## config.mk

```make
export PLATFORM = sky130hd
export DESIGN_NAME = sfp_seq
export DESIGN_NICKNAME = d
export VERILOG_FILES = /design/src/rtl/sfp_pkg.sv /design/src/rtl/sfp_col_cnt.sv /design/src/rtl/sfp_seq.sv
export SDC_FILE = /design/constraint.sdc
export NUM_CORES = 1
export LEC_CHECK = 0
export BUFFER_PORTS_ARGS = -buffer_cell sky130_fd_sc_hd__buf_4
export CORE_MARGIN = 2
export CORE_UTILIZATION = 60
export CTS_CLUSTER_SIZE = 30
export DETAILED_ROUTE_END_ITERATION = 7
export GPL_TIMING_DRIVEN = 0
export PLACE_DENSITY = 0.81
export SLEW_MARGIN = 20
export SYNTH_ARGS = -nofsm -noshare
export SYNTH_HDL_FRONTEND = slang
export SYNTH_SLANG_ARGS = --single-unit
```

## constraint.sdc

```tcl
create_clock -name clk -period 6 [get_ports clk]
set_clock_uncertainty 0.1 [all_clocks]
set_input_delay 1.2 -clock clk [delete_from_list [all_inputs] [get_ports clk]]
set_output_delay 1.2 -clock clk [all_outputs]
set_load 0.005 [all_outputs]
```

## src/rtl/sfp_pkg.sv

```systemverilog
`default_nettype none
// ============================================================================
// Module      : sfp_pkg
// Description : Shared types and default widths for the SFP sequencer.
// Revision    : 1.0 - initial release
// ============================================================================
package sfp_pkg;

    // Default number of SFP lanes / MAC columns
    localparam int unsigned SFP_COL  = 8;
    // Default width of num_k and the per-column counters
    localparam int unsigned SFP_K_BW = 8;
    // Default width of num_tiles and tile_idx
    localparam int unsigned SFP_T_BW = 16;

    // Sequencer FSM states
    typedef enum logic [1:0] {
        ST_IDLE  = 2'd0,
        ST_ACCUM = 2'd1,
        ST_DRAIN = 2'd2,
        ST_DONE  = 2'd3
    } sfp_state_t;

endpackage : sfp_pkg
`default_nettype wire

```

## src/rtl/sfp_col_cnt.sv

```systemverilog
`default_nettype none
// ============================================================================
// Module      : sfp_col_cnt
// Description : Per-column psum admission counter. Counts handshakes up to
//               'limit'; ready while below it. hit_next flags that the
//               counter will sit at 'limit' after this edge, which lets the
//               sequencer leave ACCUM right after the last accept.
// Revision    : 1.0 - initial release
// ============================================================================
module sfp_col_cnt
    import sfp_pkg::*;
#(
    parameter int unsigned K_BW = SFP_K_BW
) (
    input  logic            clk,
    input  logic            reset,
    input  logic            inc,
    input  logic            clr,
    input  logic [K_BW-1:0] limit,
    output logic            ready,
    output logic            hit_next
);

    logic [K_BW-1:0] cnt_q;
    logic [K_BW-1:0] cnt_d;

    // Next count: clear wins over increment
    always_comb begin
        cnt_d = cnt_q;
        if (clr) begin
            cnt_d = '0;
        end else if (inc) begin
            cnt_d = cnt_q + K_BW'(1);
        end
    end

    // Counter register, cleared asynchronously on reset
    always_ff @(posedge clk or negedge reset) begin
        if (!reset) begin
            cnt_q <= '0;
        end else begin
            cnt_q <= cnt_d;
        end
    end

    assign ready    = (cnt_q < limit);
    assign hit_next = (cnt_d == limit);

endmodule : sfp_col_cnt
`default_nettype wire

```

## src/rtl/sfp_seq.sv

```systemverilog
`default_nettype none
// ============================================================================
// Module      : sfp_seq
// Description : Sequencer for the SFP accumulate/ReLU stage. Admits eff_k
//               psums per column, then writes the finished vector to the
//               output FIFO while clearing the accumulators, num_tiles times.
// Revision    : 1.0 - initial release
// ============================================================================
module sfp_seq
    import sfp_pkg::*;
#(
    parameter int unsigned COL  = SFP_COL,
    parameter int unsigned K_BW = SFP_K_BW,
    parameter int unsigned T_BW = SFP_T_BW
) (
    input  logic            clk,
    input  logic            reset,
    input  logic            start,
    input  logic [K_BW-1:0] num_k,
    input  logic [T_BW-1:0] num_tiles,
    input  logic [COL-1:0]  psum_valid,
    output logic [COL-1:0]  psum_ready,
    output logic [COL-1:0]  sfp_valid_in,
    output logic [COL-1:0]  sfp_clr,
    input  logic            ofifo_full,
    output logic [COL-1:0]  ofifo_wr,
    output logic            busy,
    output logic            done,
    output logic [T_BW-1:0] tile_idx
);

    sfp_state_t      state_q;
    sfp_state_t      state_d;
    logic [K_BW-1:0] eff_k_q;
    logic [K_BW-1:0] eff_k_d;
    logic [T_BW-1:0] num_tiles_q;
    logic [T_BW-1:0] num_tiles_d;
    logic [T_BW-1:0] tile_idx_q;
    logic [T_BW-1:0] tile_idx_d;

    logic [COL-1:0]  w_col_ready;
    logic [COL-1:0]  w_col_hit;
    logic [COL-1:0]  w_accept;
    logic            w_wr;
    logic            w_start_acc;
    logic            w_cnt_clr;

    // Counters only admit psums while accumulating; elsewhere ready is low
    assign psum_ready   = (state_q == ST_ACCUM) ? w_col_ready : '0;
    assign w_accept     = psum_valid & psum_ready;
    assign sfp_valid_in = w_accept;
    // A fresh job starts from zero, and every vector write restarts counting
    assign w_cnt_clr    = w_wr | w_start_acc;

    generate
        for (genvar c = 0; c < COL; c++) begin : g_col
            sfp_col_cnt #(
                .K_BW (K_BW)
            ) u_cnt (
                .clk      (clk),
                .reset    (reset),
                .inc      (w_accept[c]),
                .clr      (w_cnt_clr),
                .limit    (eff_k_q),
                .ready    (w_col_ready[c]),
                .hit_next (w_col_hit[c])
            );
        end
    endgenerate

    // Next-state, config latch and tile counter logic
    always_comb begin
        state_d     = state_q;
        eff_k_d     = eff_k_q;
        num_tiles_d = num_tiles_q;
        tile_idx_d  = tile_idx_q;
        w_wr        = 1'b0;
        w_start_acc = 1'b0;
        case (state_q)
            ST_IDLE: begin
                if (start) begin
                    w_start_acc = 1'b1;
                    eff_k_d     = (num_k == '0) ? K_BW'(1) : num_k;
                    num_tiles_d = num_tiles;
                    tile_idx_d  = '0;
                    state_d     = (num_tiles == '0) ? ST_DONE : ST_ACCUM;
                end
            end
            ST_ACCUM: begin
                // Leave as soon as every column's counter lands on eff_k
                if (&w_col_hit) begin
                    state_d = ST_DRAIN;
                end
            end
            ST_DRAIN: begin
                // FIFO write and accumulator clear share the same edge
                if (!ofifo_full) begin
                    w_wr       = 1'b1;
                    tile_idx_d = tile_idx_q + T_BW'(1);
                    state_d    = ((tile_idx_q + T_BW'(1)) == num_tiles_q) ? ST_DONE : ST_ACCUM;
                end
            end
            ST_DONE: begin
                state_d = ST_IDLE;
            end
            default: begin
                state_d = ST_IDLE;
            end
        endcase
    end

    // State and configuration registers
    always_ff @(posedge clk or negedge reset) begin
        if (!reset) begin
            state_q     <= ST_IDLE;
            eff_k_q     <= '0;
            num_tiles_q <= '0;
            tile_idx_q  <= '0;
        end else begin
            state_q     <= state_d;
            eff_k_q     <= eff_k_d;
            num_tiles_q <= num_tiles_d;
            tile_idx_q  <= tile_idx_d;
        end
    end

    assign ofifo_wr = {COL{w_wr}};
    assign sfp_clr  = {COL{w_wr}};
    assign busy     = (state_q != ST_IDLE);
    assign done     = (state_q == ST_DONE);
    assign tile_idx = tile_idx_q;

endmodule : sfp_seq
`default_nettype wire

```

# == Word level (Yosys, flattened, before mapping) ==
# Index checks and enable logic that the tools add are counted.
# word_totals
input_bits,36
regBits,106
output_inout_bits,50
# classes
muxes,31
n_reduce_logical,9
n_bitwise,2
addsub,9
magnitude_cmp,8
eq_ne,15
# ops
operator,count
8-bit 2-to-1 mux,18
"8-bit by 1-bit adder with 8-bit output, second input constant",8
8-bit equality test,8
8-bit less-than comparator,8
16-bit 2-to-1 mux,2
16-bit one-hot mux with 2 select lines,1
"16-bit by 1-bit adder with 16-bit output, second input constant",1
16-bit equality test,1
16-bit zero test,1
2-bit 2-to-1 mux,5
8-bit AND,1
8-bit zero test,1
2-bit one-hot mux with 4 select lines,1
8-bit AND reduction,1
3-bit AND reduction,2
"2-bit equality test, second input constant",2
1-bit 2-to-1 mux,4
"2-bit != test, second input constant",2
2-bit nonzero test,2
"2-bit by 1-bit equality test with 1-bit output, second input constant",1
2-bit zero test,1
"2-bit by 1-bit != test with 1-bit output, second input constant",1
2-bit AND reduction,1
1-bit bitwise OR,1

# == Longest topological paths before layout ==
# logic_depth
ltp_word,9
ltp_mapped,15

# == By module ==
# A second synthesis with hierarchy kept.
# hier_totals
hier_cells,952
area_unflattened_um2,8739.6
# modules_own_cells
mod,area_each_um2,n_inst,cells_per_inst,seq_area_each_um2
sfp_col_cnt,762.0,8,84,200.2
sfp_seq,2643.8,1,280,1051.0

# == Worst setup path after synthesis ==
# Ideal clock, no wire load.
# synth_path
kind,register -> register
from,register eff_k_q[2]
to,register state_q[0]
arrival_ps,4029
path_buffers,0
path_stages_with_launch,13
setup_ps,129
slack_ps,1741
t_required_ps,5771
path_cell_list,dfrtp_1 -> inv_1 -> ha_1 -> a211oi_1 -> o21ai_2 -> a21o_4 -> or4_4 -> xor2_1 -> nor2_4 -> or4_2 -> a221o_1 -> or4_4 -> o41a_1
# synth_via
elab_chain_cells,9
# synth_lines
item,line,text
start: declaration,sfp_seq.sv:34,logic [K_BW-1:0] eff_k_q;
start signal: assignment,sfp_seq.sv:121,eff_k_q <= eff_k_d;
8-bit less-than comparator,sfp_col_cnt.sv:46,assign ready = (cnt_q < limit);
8-bit 2-to-1 mux,sfp_seq.sv:49,assign psum_ready = (state_q == ST_ACCUM) ? w_col_ready : '0;
8-bit AND,sfp_seq.sv:50,assign w_accept = psum_valid & psum_ready;
8-bit 2-to-1 mux,sfp_col_cnt.sv:32,end else if (inc) begin
8-bit 2-to-1 mux,sfp_col_cnt.sv:30,if (clr) begin
via g_col[3].u_cnt.cnt_d[6],sfp_col_cnt.sv:25,logic [K_BW-1:0] cnt_d;
8-bit equality test,sfp_col_cnt.sv:47,assign hit_next = (cnt_d == limit);
8-bit AND reduction,sfp_seq.sv:91,if (&w_col_hit) begin
2-bit by 1-bit != test with 1-bit output (no line),--,
3-bit AND reduction (no line),--,
end signal: assignment,sfp_seq.sv:120,state_q <= state_d;
end: declaration,sfp_seq.sv:32,sfp_state_t state_q;
# The timed path passes the listed nets, and every way through them passes these cells.
# A chain may end at the register's enable or synchronous reset.

# == Final worst setup path ==
# Same ends and word-level chain as after synthesis.

==> impl_metrics.yaml <==
status:
  status: "finished clean"
synthesis:
  synth_xor_area_share_pct: 8.07
  ys_seq_area_share_pct: 34.0
  synth-adder-area-share_pct: 10.4
  synth_edf_count: 0
  syn_inst: 854
  syn_nets: 955
  synth_top_area_cell: "dfrtp_1"
  synth_top_area_share_pct: 34.0
  synthTopCellsByArea: "dfrtp_1, ha_1, nand2_1"
  yosys_most_used_dff: "dfrtp_1"
  synth.avg_cell_area_um2: 9.13
  ys_types: 84
  yosys.area_share.simple_pct: 22.2
  synth_warnings: 0
  synthArstFlopShare_pct: 100
  syn_area_mm2: 0.00780
  synth_top_family_by_area: "simple AND/OR/NAND/NOR gates"
  synth-seq-cells: 106
  synth_compound_area_share_pct: 15.2
  muxShareOfSynthArea_pct: 5.15
setup_path:
  r2r_start: "eff_k_q[2]$_DFFE_PN0P_"
  required_ns: 6.14
  worstPathCellList: "inv_1 > ha_1 > a211oi_1 > o21ai_2 > a21o_4 > or4_4 > xor2_1 > nor2_4 > or4_2 > a221o_1 > or4_4 > o41a_1"
  cp_slowest_stage_delay_ns: 0.58
  slowest_stage: "inv_1"
  worst-r2r-cell-count: 12
  reg2reg_to: "state_q[0]$_DFFE_PN0P_"
  cp_max_fo: 11
  crit_path_end_kind: "register"
  path_common_cell: "or4_4"
  worstSetupStartpointType: "register"
  r2r_slack_ns: 1.03
  cp-startpoint: "eff_k_q[2]$_DFFE_PN0P_"
  critPathArrivalTime_ns: 5.11
  crit_end: "state_q[0]$_DFFE_PN0P_"
  timing_worst_setup_path_type: "reg2reg"
cts:
  numCtsBuffers: 9
  post_cts_resized: 0
  cts.sink_count: 106
  htreeDepth: 3
  clk_pin_slew_ns: 0.08
  root_buffer: "clkbuf_16"
  cts_tree: "done"
  post_cts_buffers: 0
  clock_latency_ns: 0.36
  clockBufferDepth: 2
  cts_hold_buf: 0
grt:
  antenna_found_initial: 0
  grt_usage_pct: 32.1
  grt-ovfl-total: 0
  first_global_vias: 6658
  grt_pass1_wl_mm: 35.1
  grt_max_degree: 107
detailed_routing:
  postRouteAntennaNets: 0
  drc: 0
  vias: 7078
  routed_wl_mm: 22.2
  first_iter_violations: 746
  wl_per_cell_um: 19.7
  drtPass1Iterations: 6
  avgViaCountPerCell: 6.28
layout:
  multi_input_area_mm2: 0.00476
  final_util_pct: 70.8
  final_layout_size_suffix_gt1_share_pct: 19.9
  final_cell_mix: "buf_4, nand2_1, dfrtp_1, ha_1, nor2_1"
  final.fill_count: 972
  final_common_cell: "buf_4"
  nets: 1051
  regArea_mm2: 0.00265
  areaGrowthSynthToFinish_pct: 15.0
  antenna_cells: 0
die:
  start_util_pct: 61.6
  ios: 86
  die_h_um: 118
  die-area_mm2: 0.0139
  die_width_um: 118
  num_rows: 41
  core-area_mm2: 0.0127
power:
  pwr_density_cell_mw_per_mm2: 330
  cellLeakagePower_nw: 4.17
  peakVddDrop_mv: 0.230
sta:
  finalCriticalPeriod_ns: 4.97
  hold_violations: 0
  setup_viol_count_final: 0
  grt_setup_unrepaired: "false"
  maxSlewHeadroom_pct: 34.7
  fin_crit_sh_pct: 82.8
  worst_slew_pin_slew_ns: 0.980
  slew_viol_final: 0
  tns_ns: 0
  max_freq_mhz: 201
min_path:
  hold_class: "reg2reg"
place:
  io_buffers: 85
  dp_hpwl_mm: 16.3
  gp_congestion: 0.978
flow_run:
  drv_cap: 0
[synthesized netlist by cell type, types with 3 or more instances]
master and n:
nor2b_1 8, nand2b_1 10, o21ai_1 8, inv_1 15, nor3_1 13, nand3_1 26, buf_6 3, buf_4 25
nand2_1 107, or3_1 10, and2_1 6, and3_1 25, or2_2 4, o31ai_1 5, dfrtp_1 106, o21ai_0 39
ha_1 65, o211ai_1 11, or4_1 8, and4_1 5, mux2i_1 21, nand4_1 32, o22ai_1 3, o2111ai_1 6
xor2_1 26, a21oi_2 3, nor2_1 64, nor4_1 8, xnor2_1 44, buf_2 3, a211oi_1 15, clkbuf_1 13
a21oi_1 36, o21a_1 5, mux2_2 17
[area by class of cell]
class | instances | share of cell area [%]
repair buffers | 85 | 7.15
flip-flops and latches | 106 | 29.6
multi-input cells | 682 | 53.1
inverters | 18 | 0.753
well taps | 172 | 2.40
clock buffers | 10 | 2.66
plain buffers | 48 | 3.60
clock inverters | 6 | 0.809
[sequential cells by signal, summed over array words and instances, names as in the netlist]
signal             count
num_tiles_q           16
tile_idx              16
state_q                2
eff_k_q                8
g_col.u_cnt.cnt_q     64
[logic make-up (layout without fill, tap and decap cells)]
logic type / after synthesis / in the layout
simple gates: 341 / 341
mux: 38 / 38
xor+xnor: 71 / 71
compound gates: 167 / 167
fa+ha+maj: 65 / 65
buf+inv: 66 / 167
flops: 106 / 106
[report_power, final]
group / leakage, nW / switching [mW] / internal (mW) / total [mW]
Clock: 0.150 / 0.285 / 0.340 / 0.625
Combinational: 2.67 / 0.725 / 0.487 / 1.21
Sequential: 1.35 / 0.238 / 0.890 / 1.13
[critical path: cells and delay by family (launching register included)]
family / cells / cell delay (ns)
and+or+nand+nor: 4 / 1.67
AOI/OAI and AO/OA: 5 / 1.40
buffers and inverters: 1 / 0.58
DFF: 1 / 0.49
adders and majority gates: 1 / 0.36
xor gates and xnor gates: 1 / 0.25
[through the flow]
step	instances	total power, mW	hold slack (ns)	cell area, µm²	setup WS (ns)
after floorplan	854	1.92	0.396	7800	1.74
after global placement	1111	2.26	0.412	8650	0.826
after detailed placement	1111	2.31	0.418	8660	0.865
after CTS	1127	2.94	0.435	8970	1.09
after global routing	1127	3.15	0.445	8970	0.926
final	1127	2.96	0.431	8970	1.03
[routing by layer]
layer	GRT usage, %	vias up	part of all wire [%]
met5	0	-	0
met2	51.1	358	46
met1	43.2	3353	41
li1	-	3296	-
met3	5.23	71	8.8
met4	14.3	0	3.9
[worst min path at each step]
| stage | start | to | slack (ns) | cells after the start |
|---|---|---|---|---|
| 6_report | num_tiles_q[6]$_DFFE_PN0P_ | num_tiles_q[6]$_DFFE_PN0P_ | 0.43 | 1 |
| 5_1_grt | num_tiles_q[15]$_DFFE_PN0P_ | num_tiles_q[15]$_DFFE_PN0P_ | 0.44 | 1 |
| 4_1_cts | num_tiles_q[6]$_DFFE_PN0P_ | num_tiles_q[6]$_DFFE_PN0P_ | 0.44 | 1 |
| 3_5_place_dp | num_tiles_q[6]$_DFFE_PN0P_ | num_tiles_q[6]$_DFFE_PN0P_ | 0.42 | 1 |
| 3_3_place_gp | num_tiles_q[10]$_DFFE_PN0P_ | num_tiles_q[10]$_DFFE_PN0P_ | 0.41 | 1 |
| 2_1_floorplan | num_tiles_q[2]$_DFFE_PN0P_ | num_tiles_q[2]$_DFFE_PN0P_ | 0.40 | 1 |
(Power assumes the default switching activity.)
